===== src/rtl/disp_scan_driver.sv =====
// disp_scan_driver: converts an 8-bit count to BCD with a sequential
// double-dabble and scans three digits onto one code bus with
// active-low anodes; an optional "HA" message mode is also provided.
//
// Ports:
//   clk        system clock, rising edge
//   rst        synchronous active-high reset
//   value      binary count, captured on value_load
//   value_load strobe, starts a conversion when not busy
//   show_ha    level, displays "HA" instead of the number
//   busy       high while a conversion is running (9 cycles)
//   code       registered digit code (0-9, A = H, B = A)
//   an         registered active-low anodes {hun, ten, one}
module disp_scan_driver #(
   parameter int SCAN_DIV = 50000,
   parameter int LZ_BLANK = 1
) (
   input  logic       clk,
   input  logic       rst,
   input  logic [7:0] value,
   input  logic       value_load,
   input  logic       show_ha,
   output logic       busy,
   output logic [3:0] code,
   output logic [2:0] an
);

   localparam int PW = (SCAN_DIV > 1) ? $clog2(SCAN_DIV) : 1;
   localparam logic [PW-1:0] PMAX = PW'(SCAN_DIV - 1);

   typedef enum logic [1:0] {
      IDLE,
      SHIFT,
      DONE
   } state_t;

   state_t        state;
   logic [7:0]    bin;
   logic [9:0]    bcd;
   logic [9:0]    adj;
   logic [3:0]    iter;
   logic [1:0]    hun;
   logic [3:0]    ten;
   logic [3:0]    one;
   logic [PW-1:0] pre;
   logic [1:0]    idx;

   // Hundreds never exceeds 2 for an 8-bit input, so only the two
   // lower nibbles need the add-3 correction.
   always_comb begin
      adj = bcd;
      if (bcd[3:0] >= 4'd5) adj[3:0] = bcd[3:0] + 4'd3;
      if (bcd[7:4] >= 4'd5) adj[7:4] = bcd[7:4] + 4'd3;
   end

   always_ff @(posedge clk) begin
      if (rst) begin
         state <= IDLE;
         busy  <= 1'b0;
         bin   <= '0;
         bcd   <= '0;
         iter  <= '0;
         hun   <= '0;
         ten   <= '0;
         one   <= '0;
      end else begin
         unique case (state)
            IDLE: begin
               if (value_load) begin
                  bin   <= value;
                  bcd   <= '0;
                  iter  <= '0;
                  busy  <= 1'b1;
                  state <= SHIFT;
               end
            end
            SHIFT: begin
               bcd  <= {adj[8:0], bin[7]};
               bin  <= {bin[6:0], 1'b0};
               iter <= iter + 4'd1;
               if (iter == 4'd7) state <= DONE;
            end
            DONE: begin
               // Digits update together so the display never tears.
               hun   <= bcd[9:8];
               ten   <= bcd[7:4];
               one   <= bcd[3:0];
               busy  <= 1'b0;
               state <= IDLE;
            end
            default: state <= IDLE;
         endcase
      end
   end

   always_ff @(posedge clk) begin
      if (rst) begin
         pre <= '0;
         idx <= '0;
      end else if (pre == PMAX) begin
         pre <= '0;
         idx <= (idx == 2'd2) ? 2'd0 : idx + 2'd1;
      end else begin
         pre <= pre + 1'b1;
      end
   end

   always_ff @(posedge clk) begin
      if (rst) begin
         code <= 4'h0;
         an   <= 3'b111;
      end else begin
         unique case (idx)
            2'd0: begin
               code <= show_ha ? 4'hB : one;
               an   <= 3'b110;
            end
            2'd1: begin
               code <= show_ha ? 4'hA : ten;
               if (!show_ha && LZ_BLANK != 0 &&
                   hun == 2'd0 && ten == 4'd0)
                  an <= 3'b111;
               else
                  an <= 3'b101;
            end
            default: begin
               code <= show_ha ? 4'h0 : {2'b00, hun};
               if (show_ha ||
                   (LZ_BLANK != 0 && hun == 2'd0))
                  an <= 3'b111;
               else
                  an <= 3'b011;
            end
         endcase
      end
   end

endmodule


===== config.mk =====
export PLATFORM = sky130hd
export DESIGN_NAME = disp_scan_driver
export DESIGN_NICKNAME = d
export VERILOG_FILES = /design/src/rtl/disp_scan_driver.sv
export SDC_FILE = /design/constraint.sdc
export NUM_CORES = 1
export LEC_CHECK = 0
export CORE_MARGIN = 5
export CORE_UTILIZATION = 30
export CTS_BUF_LIST = sky130_fd_sc_hd__clkbuf_8
export CTS_CLUSTER_SIZE = 8
export DETAILED_ROUTE_END_ITERATION = 10
export GPL_TIMING_DRIVEN = 0
export PLACE_DENSITY = 0.46
export SYNTH_ARGS = -nofsm -noshare
export SYNTH_HDL_FRONTEND = slang
export SYNTH_SLANG_ARGS = --single-unit

===== constraint.sdc =====
create_clock -name clk -period 2.09 [get_ports clk]
set_clock_uncertainty 0.1 [all_clocks]
set_input_delay 0.5225 -clock clk [delete_from_list [all_inputs] [get_ports clk]]
set_output_delay 0.5225 -clock clk [all_outputs]
set_load 0.01 [all_outputs]

-- Word level (Yosys, flattened, before mapping)
Index checks and enable logic that the tools add are counted.
- flip-flop bits (word level): 60
- bits in latches: 0
- bits in writable memories: 0
- memory bits (read-only): 0
- input port bits: 12
- output and inout port bits: 8
- logic and storage cells: 62
- memories: 0
- $add $sub $neg: 5
- multiply operators: 0
- div/mod/pow operators: 0
- magnitude comparators: 2
- equality and inequality tests: 8
- shift operators: 0
- mux-type cells: 21
- bitwise logic cells: 0
- reduce and logical (&&, ||, !) cells: 14
- operators by type and width (kind ; count):
    $mux W4 ; 5
    $pmux W10 S2 ; 1
    $add A16 B1 Y16 const B ; 1
    $eq A16 B16 Y1 const B ; 1
    $pmux W4 S2 ; 2
    $pmux W8 S2 ; 1
    $mux W10 ; 1
    $mux W2 ; 5
    $add A4 B2 Y4 const B ; 2
    $ge A4 B3 Y1 const B ; 2
    $mux W8 ; 1
    $logic_not A2 Y1 ; 3
    $pmux W3 S2 ; 1
    $reduce_and A2 Y1 ; 3
    $add A4 B1 Y4 const B ; 1
    $eq A2 B1 Y1 const B ; 2
    $eq A2 B2 Y1 const B ; 2
    $eq A4 B3 Y1 const B ; 1
    $logic_not A4 Y1 ; 1
    $ne A2 B2 Y1 const B ; 2
    $pmux W2 S2 ; 1
    $reduce_bool A2 Y1 ; 2
    $mux W3 ; 1
    $add A2 B1 Y2 const B ; 1
    other kinds (6) ; 7

-- Depth between registers and ports, before layout
Gate-level depths: netlist of run 1.
- word-level depth: 5
- mapped depth: 6
- gate-level depth less buffers: 6

-- Worst setup path before layout of run 1
OpenSTA, ideal clock, no wires.
- path kind: in2reg
- from: in value_load
- to: reg bin[1]
- arrival: 1.357 ns
- data required time: 1.871 ns
- slack: 0.514 ns
- cell stages on the path: 4
- cell sequence: clkbuf_1 -> clkbuf_1 -> a21oi_1 -> o221a_2
- longest elaborated chain between the ends: 2
- ends and longest elaborated chain (item ; line ; RTL):
    start: declaration ; 21 ; input logic value_load,
    $ne A2 B2 Y1 (no line) ; n/a ;
    $reduce_and A2 Y1 (no line) ; n/a ;
    end signal: assignment ; 70 ; bin <= value;
    end signal: assignment ; 79 ; bin <= {bin[6:0], 1'b0};
    end: declaration ; 38 ; logic [7:0] bin;
Every way passes these cells.
A chain may end at the register's enable or synchronous reset.

-- Worst setup path in the final report of run 1
- from: in rst
- to: reg bcd[7]
- RTL lines (item ; line ; RTL):
    start: declaration ; 19 ; input logic rst,
    end signal: assignment ; 78 ; bcd <= {adj[8:0], bin[7]};
    end: declaration ; 39 ; logic [9:0] bcd;
No word-level cell between the ends.

==> impl_metrics.json, run 1 <==
{
  "status": "finished clean",
  "yosysUniqueCellTypes": 41,
  "pin_count": 20,
  "synth_top_cell_by_area": "dfxtp_1",
  "synth_ff_type": "dfxtp_1",
  "end_kind": "register",
  "cts_tree": "yes",
  "seq_power_share_pct": 50.2,
  "cts_max_level": 3,
  "wirelength_um": 5918,
  "clkSlewWorstSetupHoldPaths_ns": 0.07,
  "path_cells": "clkdlybuf4s50_1 -> clkbuf_1 -> clkbuf_2 -> a21oi_1",
  "holdPathStages": 1,
  "numCtsBuffers": 9,
  "utilization_pct": 36.61,
  "ys_warn_count": 0,
  "vias_per_cell": 4.732,
  "r2r_cells": 6,
  "switchingPower_uw": 586.1,
  "power.share.combinational_pct": 6.7,
  "grt_overflow": 0,
  "synth_top_family_by_area": "simple AND/OR/NAND/NOR gates",
  "rsz0062_at_grt": "false",
  "nFillCells": 931,
  "p_int_mw": 1.785,
  "clockRootBuffer": "clkbuf_8",
  "drive_above_1_share_pct": 9.510,
  "cts_hold_buf": 0,
  "die_h_um": 104.3,
  "power.leakage_nw": 1.129,
  "synth_fa_ha_area_share_pct": 2.816,
  "fin_crit_sh_pct": 92.45,
  "vias": 2153,
  "path_class": "primary input to register",
  "post-cts-setup-buffers": 0,
  "yosysMostFrequentCell": "dfxtp_1",
  "grt_pass1_wl_um": 10690,
  "core_sq_mm": 0.008678,
  "finalPower_mw": 2.371,
  "syn_inst": 313,
  "max_freq_mhz": 517.6,
  "crit_arrival_ns": 2.05,
  "yosys.area.top_type_share_pct": 45.05,
  "cp_slowest_cell": "clkdlybuf4s50_1",
  "slew_violations": 0,
  "first_iter_violations": 79,
  "slew_headroom_pct": 61.57,
  "startpoint_type": "primary input",
  "die_area_sq_mm": 0.01087,
  "ys_seq_elements": 60,
  "drc_errors": 0,
  "yosys-top-cells-area": "dfxtp_1, nor2_1, a21oi_1, nand2_1, xnor2_1",
  "timing.hold.ws_ns": 0.3539,
  "power_density_mw_per_mm2": 746.3,
  "synth-edff-count": 0,
  "path_max_fanout": 10,
  "tightest_slew_ns": 0.5764,
  "cp.required_ns": 2.21,
  "fp-row-count": 34,
  "syn_area_per_cell_sq_um": 8.519,
  "num-nets-final": 360,
  "hold_viol_final": 0,
  "drv_cap": 0,
  "peakVddDrop_mv": 0.2537,
  "area_growth_pct": 19.15,
  "dp_hpwl_um": 4164,
  "die_w_um": 104.3,
  "antenna_cells": 0,
  "ctsResizeCount": 2,
  "synth_common_cells": "dfxtp_1, nor2_1, nand2_1, a21oi_1",
  "wl_per_cell_um": 13.01,
  "setup_violations": 0,
  "grt_usage_pct": 12.01,
  "regArea_sq_mm": 0.001201,
  "worstSetupPathDepth": 4,
  "ys_seq_area_share_pct": 45.05,
  "grt_max_degree": 12,
  "syn_nets": 331,
  "p_sw_share_pct": 24.72,
  "multi_input_area_sq_mm": 0.001350,
  "crit_family": "buffers and inverters",
  "portBuffers": 18,
  "crit_buf_inv": 3,
  "syn-cell-area_sq_mm": 0.002666,
  "grt_pass1_vias": 2284,
  "synth_xor_area_share_pct": 5.913,
  "synthSimpleGateAreaFrac_pct": 24.92,
  "insertion_delay_ns": 0.34,
  "antenna_found_initial": 0,
  "hold_class": "register to register",
  "clock-sinks": 60,
  "synth_mux_area_share_pct": 2.722,
  "p_clk_share_pct": 43.2,
  "synth-async-reset-ratio_pct": 0,
  "ant_nets": 0,
  "first_pass_iters": 4,
  "synth-compound-area-share_pct": 14.27,
  "regToRegSetupSlack_ns": 0.42,
  "fin_crit_ns": 1.932,
  "clock_path_buffers": 2,
  "initial_utilization_pct": 30.72,
  "place.gp.congestion": 0.7386,
  "crit_path_max_incr_delay_ns": 0.67
}
[cell families after synthesis]
group           Yosys count
buf+inv                  29
fa+ha+maj                 6
compound gates           60
flops                    60
xor+xnor                 18
simple gates            133
mux                       7
[cell type report]
| class | instances | area share (%) |
|---|---|---|
| timing repair buffer | 18 | 5.672 |
| buffer | 15 | 2.048 |
| tap | 108 | 4.254 |
| sequential | 60 | 37.81 |
| clock buffer | 9 | 3.899 |
| clock inverter | 7 | 2.166 |
| inverter | 14 | 1.654 |
| multi-input combinational | 224 | 42.50 |
[path summary, 6_finish.rpt]
kind                     startpoint                  end
hold reg to reg   pre[0]$_SDFF_PP0_    pre[0]$_SDFF_PP0_
setup / recovery                rst  bcd[7]$_SDFFE_PP0P_
setup reg to reg  pre[0]$_SDFF_PP0_   pre[11]$_SDFF_PP0_
hold / removal    pre[0]$_SDFF_PP0_    pre[0]$_SDFF_PP0_
[cell usage in the layout, fill, tap and decap left out, types with 2 or more instances in the layout]
cell type,Yosys,layout
clkinv_4,0,2
xnor2_1,14,14
clkdlybuf4s50_1,0,18
buf_2,2,3
nand4_1,2,2
ha_1,6,6
or3_1,4,4
a211oi_1,2,2
nand4_2,2,2
a21oi_1,29,29
clkbuf_1,11,10
a22oi_1,7,7
mux2_2,2,2
nand3_1,9,9
nor2b_1,5,5
mux2i_1,5,5
nor2_1,46,46
a2111oi_0,2,2
dfxtp_1,60,60
clkinv_2,0,2
nor4_1,7,7
nor2_2,3,3
o21ai_0,6,6
xor2_1,4,4
clkbuf_8,0,9
o22ai_1,2,2
nand2_1,33,33
and4bb_1,2,2
o221a_2,3,3
nand2b_1,6,6
a22o_1,4,4
inv_1,14,15
nor3_1,9,9
[worst reg2reg max path, stage by stage (launching register included)]
cell and delay [ns]:
dfxtp_1 0.36, ha_1 0.23, and3_1 0.18, nand4_2 0.16, nand2b_1 0.24, buf_4 0.23
nor2_1 0.06
[state kept, by name, indices dropped and copies added, names as in the netlist]
signal and count:
hun 2, iter 4, code 4, idx 2
an 3, bin 8, bcd 10, busy 1
state 2, ten 4, one 4, pre 16
[through the flow]
| stage | setup TNS (ns) | area (sq um) | std cells | setup WS [ns] |
|---|---|---|---|---|
| final | 0 | 3177 | 455 | 0.1579 |
| after detailed placement | -7.334 | 2982 | 439 | -0.3785 |
| after global routing | 0 | 3177 | 455 | 0.05253 |
| after floorplan | 0 | 2666 | 313 | 0.5143 |
| after global placement | -7.052 | 2982 | 439 | -0.3788 |
| after CTS | 0 | 3177 | 455 | 0.1499 |
[power groups by stage]
stage | sequential (mW) | combinational (mW) | clock (mW)
detailed placement | 1.22 | 0.159 | 0
CTS | 1.19 | 0.161 | 1.06
global placement | 1.22 | 0.158 | 0
floorplan | 1.21 | 0.0927 | 0
global route | 1.19 | 0.181 | 1.13
finish | 1.19 | 0.158 | 1.02
[per-layer routing]
layer	wire (um)	track usage (%)	part of all wire, %	vias up
li1	-	-	-	1140
met1	2951	14.95	50	965
met2	2650	18.42	45	38
met3	253	5.090	4.3	10
met4	62	4.440	1.0	0
met5	0	0	0	-
(Power assumes the default switching activity.)
==> run 2, diff against run 1 <==
- CORE_MARGIN: 5 -> not set
==> run 2 against run 1 <==
  * Utilization hardly changed
  * Hold slack better by 0.00050 ns
  * Final area hardly changed
  * Register-to-register slack hardly changed
  * Sequential cell count stayed put
  * Wire length is 1.1% lower
  * Largest cell class unchanged
==> impl_metrics.json, run 2 (synthesis gave the netlist of run 1 again) <==
{
  "status": "finished clean",
  "place.gp.congestion": 0.7425,
  "highest_layer": "met4",
  "drive_above_1_share_pct": 9.538,
  "power.leakage_nw": 1.126,
  "hold_viol_final": 0,
  "peakVddDrop_mv": 0.3310,
  "path_max_fanout": 10,
  "core_sq_mm": 0.008678,
  "drv_cap": 0,
  "regMostFlops": "pre",
  "path_class": "primary input to register",
  "cts_max_level": 3,
  "vias": 2141,
  "fin_crit_ns": 1.950,
  "met1_length_um": 2996,
  "initial_utilization_pct": 30.72,
  "slew_violations": 0,
  "die_h_um": 96.28,
  "area_growth_pct": 19.05,
  "crit_arrival_ns": 2.05,
  "fp-row-count": 34,
  "reg_top3": "pre: 16 flops, bcd: 10 flops, bin: 8 flops",
  "largest_register_ffs": 16,
  "antenna_found_initial": 0,
  "portBuffers": 18,
  "min_from": "pre[0]$_SDFF_PP0_",
  "grt_overflow": 0,
  "max_freq_mhz": 512.9,
  "vias_per_cell": 4.716,
  "final_cell_mix": "dfxtp_1, nor2_1, nand2_1",
  "numCtsBuffers": 9,
  "placed_cells": 439,
  "final_common_cell": "dfxtp_1",
  "power_density_mw_per_mm2": 748.1,
  "first_pass_iters": 4,
  "rsz0062_at_grt": "false",
  "tightest_slew_ns": 0.6616,
  "layout.cells.non_filler": 454,
  "cts_tree": "yes",
  "die_area_sq_mm": 0.009269,
  "wl_met3_um": 210,
  "clock-sinks": 60,
  "clock_path_buffers": 2,
  "slew_headroom_pct": 55.73,
  "worstReg2RegStart": "pre[0]$_SDFF_PP0_",
  "end_kind": "register",
  "num-nets-final": 360,
  "fin_crit_sh_pct": 93.30,
  "clockRootBuffer": "clkbuf_8",
  "ctsResizeCount": 2,
  "critPathLaunch": "rst",
  "grt_pass1_wl_um": 9708,
  "drc_errors": 0,
  "first_iter_violations": 56,
  "grt_pass1_vias": 1996,
  "clkSlewWorstSetupHoldPaths_ns": 0.07,
  "die_w_um": 96.28,
  "dp_hpwl_um": 4046,
  "wl_per_cell_um": 12.90,
  "setup_violations": 0,
  "wirelength_um": 5855,
  "grt_usage_pct": 14.03,
  "pin_count": 20,
  "cp.required_ns": 2.19,
  "post-cts-setup-buffers": 0,
  "timing.hold.ws_ns": 0.3544,
  "grt_max_degree": 11,
  "fin_tns_setup_ns": 0,
  "finalPower_mw": 2.375,
  "ant_nets": 0,
  "antenna_cells": 0,
  "hold_class": "register to register",
  "cts_hold_buf": 0,
  "wl_met2_um": 2573,
  "startpoint_type": "primary input",
  "insertion_delay_ns": 0.34
}
-- run 2: per-layer routing --
metal | vias to the layer above | GRT usage, %
li1 | 1129 | -
met1 | 970 | 18.00
met2 | 34 | 21.39
met3 | 8 | 4.976
met4 | 0 | 5.348
met5 | - | 0
-- run 2: critical path, cell delays in order --
cell and delay, ns:
clkdlybuf4s50_1 0.68, clkbuf_2 0.33, clkbuf_1 0.43, a21oi_1 0.09
-- run 2: layout make-up --
type / instances / area (sq um)
multi-input cells: 224 / 1350
clock buffers: 10 / 137.6
plain buffers: 15 / 65.06
flip-flops and latches: 60 / 1201
fillers: 944 / 5504
repair buffers: 18 / 180.2
inverters: 14 / 52.55
well taps: 108 / 135.1
clock inverters: 5 / 52.55
-- run 2: worst paths after layout --
| check | cells after the start | slack (ns) | endpoint |
|---|---|---|---|
| min | 1 | 0.35 | pre[0]$_SDFF_PP0_ |
| max | 4 | 0.14 | bcd[7]$_SDFFE_PP0P_ |
| min reg2reg | 1 | 0.35 | pre[0]$_SDFF_PP0_ |
| max reg2reg | 6 | 0.43 | pre[10]$_SDFF_PP0_ |
-- run 2: power breakdown --
group,internal (mW),leakage (nW),switching (mW)
Sequential,1.17,0.488,0.0190
Combinational,0.0682,0.540,0.0900
Clock,0.570,0.0979,0.456
Total,1.81,1.13,0.565
-- run 2: per-stage QoR --
step	setup WS (ns)	utilization (%)	area (sq um)
2_1_floorplan	0.5143	-	2666
3_3_place_gp	-0.4484	34.36	2982
3_5_place_dp	-0.4553	34.36	2982
4_1_cts	0.1520	36.58	3174
5_1_grt	0.06102	36.58	3174
6_report	0.1401	36.58	3174
==> run 3, diff against run 2 <==
- MAX_ROUTING_LAYER: not set -> met4
- clock period: 2.09 -> 1.95 ns (I/O delays scaled with it)
==> run 3 against run 2 <==
  * Register-to-register slack got worse by 0.15 ns
  * Non-clock buffer count unchanged
  * First-iteration DRC count increased by 14%
  * Total power increased by 7.0%
  * Cell count unchanged
  * Utilization about the same
  * Hold slack unchanged
  * Sequential cell count unchanged
  * Final area about the same
  * Count of clock-buffer cells in the layout unchanged
  * Setup slack improved by 0.0023 ns
  * Critical path type is now register to primary output
==> impl_metrics.json, run 3 (synthesis gave the netlist of run 1 again) <==
{
  "drv_cap": 0,
  "clock-sinks": 60,
  "grt_pass1_vias": 1992,
  "grt_overflow": 0,
  "final_common_cell": "dfxtp_1",
  "peakVddDrop_mv": 0.3536,
  "setup_violations": 0,
  "grt_max_degree": 11,
  "crit_arrival_ns": 1.22,
  "die_w_um": 96.28,
  "path_max_fanout": 2,
  "wirelength_um": 5837,
  "cp.required_ns": 1.36,
  "vias_per_cell": 4.731,
  "hold_viol_final": 0,
  "crit_path_max_incr_delay_ns": 0.54,
  "min_from": "pre[0]$_SDFF_PP0_",
  "max_freq_mhz": 553.2,
  "highest_layer": "met4",
  "layout.cells.non_filler": 454,
  "r2r-end": "pre[10]$_SDFF_PP0_",
  "final_cell_mix": "dfxtp_1, nor2_1, nand2_1",
  "portBuffers": 18,
  "met1_length_um": 2935,
  "drive_above_1_share_pct": 9.827,
  "slew_violations": 0,
  "post-cts-setup-buffers": 0,
  "wl_met2_um": 2578,
  "first_iter_violations": 64,
  "fin_crit_sh_pct": 92.70,
  "first_pass_iters": 4,
  "cts_max_level": 3,
  "area_growth_pct": 19.10,
  "tightest_slew_ns": 0.6624,
  "worstReg2RegStart": "pre[0]$_SDFF_PP0_",
  "ant_nets": 0,
  "dpl_worst_slack_ns": -0.5603,
  "r2r_cells": 6,
  "power.leakage_nw": 1.129,
  "clkSlewWorstSetupHoldPaths_ns": 0.07,
  "cts_hold_buf": 0,
  "die_area_sq_mm": 0.009269,
  "clockRootBuffer": "clkbuf_8",
  "grt_usage_pct": 14.43,
  "path_cells": "clkdlybuf4s50_1",
  "wl_met3_um": 255,
  "core_sq_mm": 0.008678,
  "end_kind": "primary output",
  "pin_count": 20,
  "insertion_delay_ns": 0.33,
  "worstSetupPathDepth": 1,
  "largest_register_ffs": 16,
  "path_class": "register to primary output",
  "initial_utilization_pct": 30.72,
  "regToRegSetupSlack_ns": 0.28,
  "power_density_mw_per_mm2": 800.0,
  "clock_path_buffers": 2,
  "fp-row-count": 34,
  "dpl_cell_area_sq_mm": 0.002982,
  "placed_cells": 439,
  "place.gp.congestion": 0.7517,
  "vias": 2148,
  "fin_crit_ns": 1.808,
  "startpoint_type": "register",
  "nFillCells": 943,
  "hold_end": "pre[0]$_SDFF_PP0_",
  "crit_buf_inv": 1,
  "regMostFlops": "pre",
  "fin_ws_ns": 0.1424,
  "antenna_cells": 0,
  "die_h_um": 96.28,
  "cp_slowest_cell": "clkdlybuf4s50_1",
  "status": "finished clean",
  "hold_class": "register to register",
  "antenna_found_initial": 0,
  "num-nets-final": 360,
  "postLayoutCellArea_sq_mm": 0.003176,
  "drc_errors": 0,
  "crit_family": "buffers and inverters",
  "rsz0062_at_grt": "false",
  "cts_tree": "yes",
  "slew_headroom_pct": 55.67,
  "grt_pass1_wl_um": 9715,
  "holdPathStages": 1,
  "numCtsBuffers": 9,
  "dp_hpwl_um": 4046,
  "reg_top3": "pre: 16 flops, bcd: 10 flops, bin: 8 flops",
  "wl_per_cell_um": 12.86
}
[run 3: cell types whose count changed in the layout (fill, tap and decap cells not counted)]
cell / change
clkbuf_1: -1
clkbuf_2: +1
[run 3: worst max-delay path by stage]
stage                                  from                  end  slack [ns]
after CTS                               rst  ten[2]$_SDFFE_PP0P_        0.05
after detailed placement                rst   code[0]$_SDFF_PP0_       -0.56
after floorplan                  value_load  bin[1]$_SDFFE_PP0P_        0.41
after global routing      busy$_SDFFE_PP0P_                 busy        0.07
after global placement                  rst   code[0]$_SDFF_PP0_       -0.55
final                     busy$_SDFFE_PP0P_                 busy        0.14
[run 3: power breakdown]
group	internal, mW	switching [mW]
clock	0.611	0.484
sequential	1.26	0.0203
combinational	0.0734	0.0963
[run 3: final cells by class]
type | count | area [sq um] | area share (%)
sequential | 60 | 1201 | 37.82
inverter | 14 | 52.55 | 1.655
clock inverter | 5 | 52.55 | 1.655
multi-input combinational | 224 | 1350 | 42.51
timing repair buffer | 18 | 180.2 | 5.674
tap | 108 | 135.1 | 4.255
buffer | 15 | 66.31 | 2.088
clock buffer | 10 | 137.6 | 4.334
[run 3: metrics by stage]
stage	hold slack (ns)	setup TNS (ns)	total power, mW	utilization, %
finish	0.3544	0	2.540	36.59
floorplan	0.3175	0	1.401	-
global route	0.3918	0	2.654	36.59
detailed placement	0.3461	-11.84	1.473	34.36
global placement	0.3302	-11.97	1.473	34.36
CTS	0.3636	0	2.581	36.58
[run 3: timing repair]
action	4_1_cts	5_1_grt
resized for setup	2	2
pin swaps	0	0
endpoints found under the setup margin	20	9
[run 3: layer usage]
layer | GRT usage, % | vias to the layer above
met5 | - | -
met4 | 5.348 | 0
met3 | 4.976 | 8
met2 | 21.39 | 47
met1 | 18.00 | 963
li1 | - | 1130
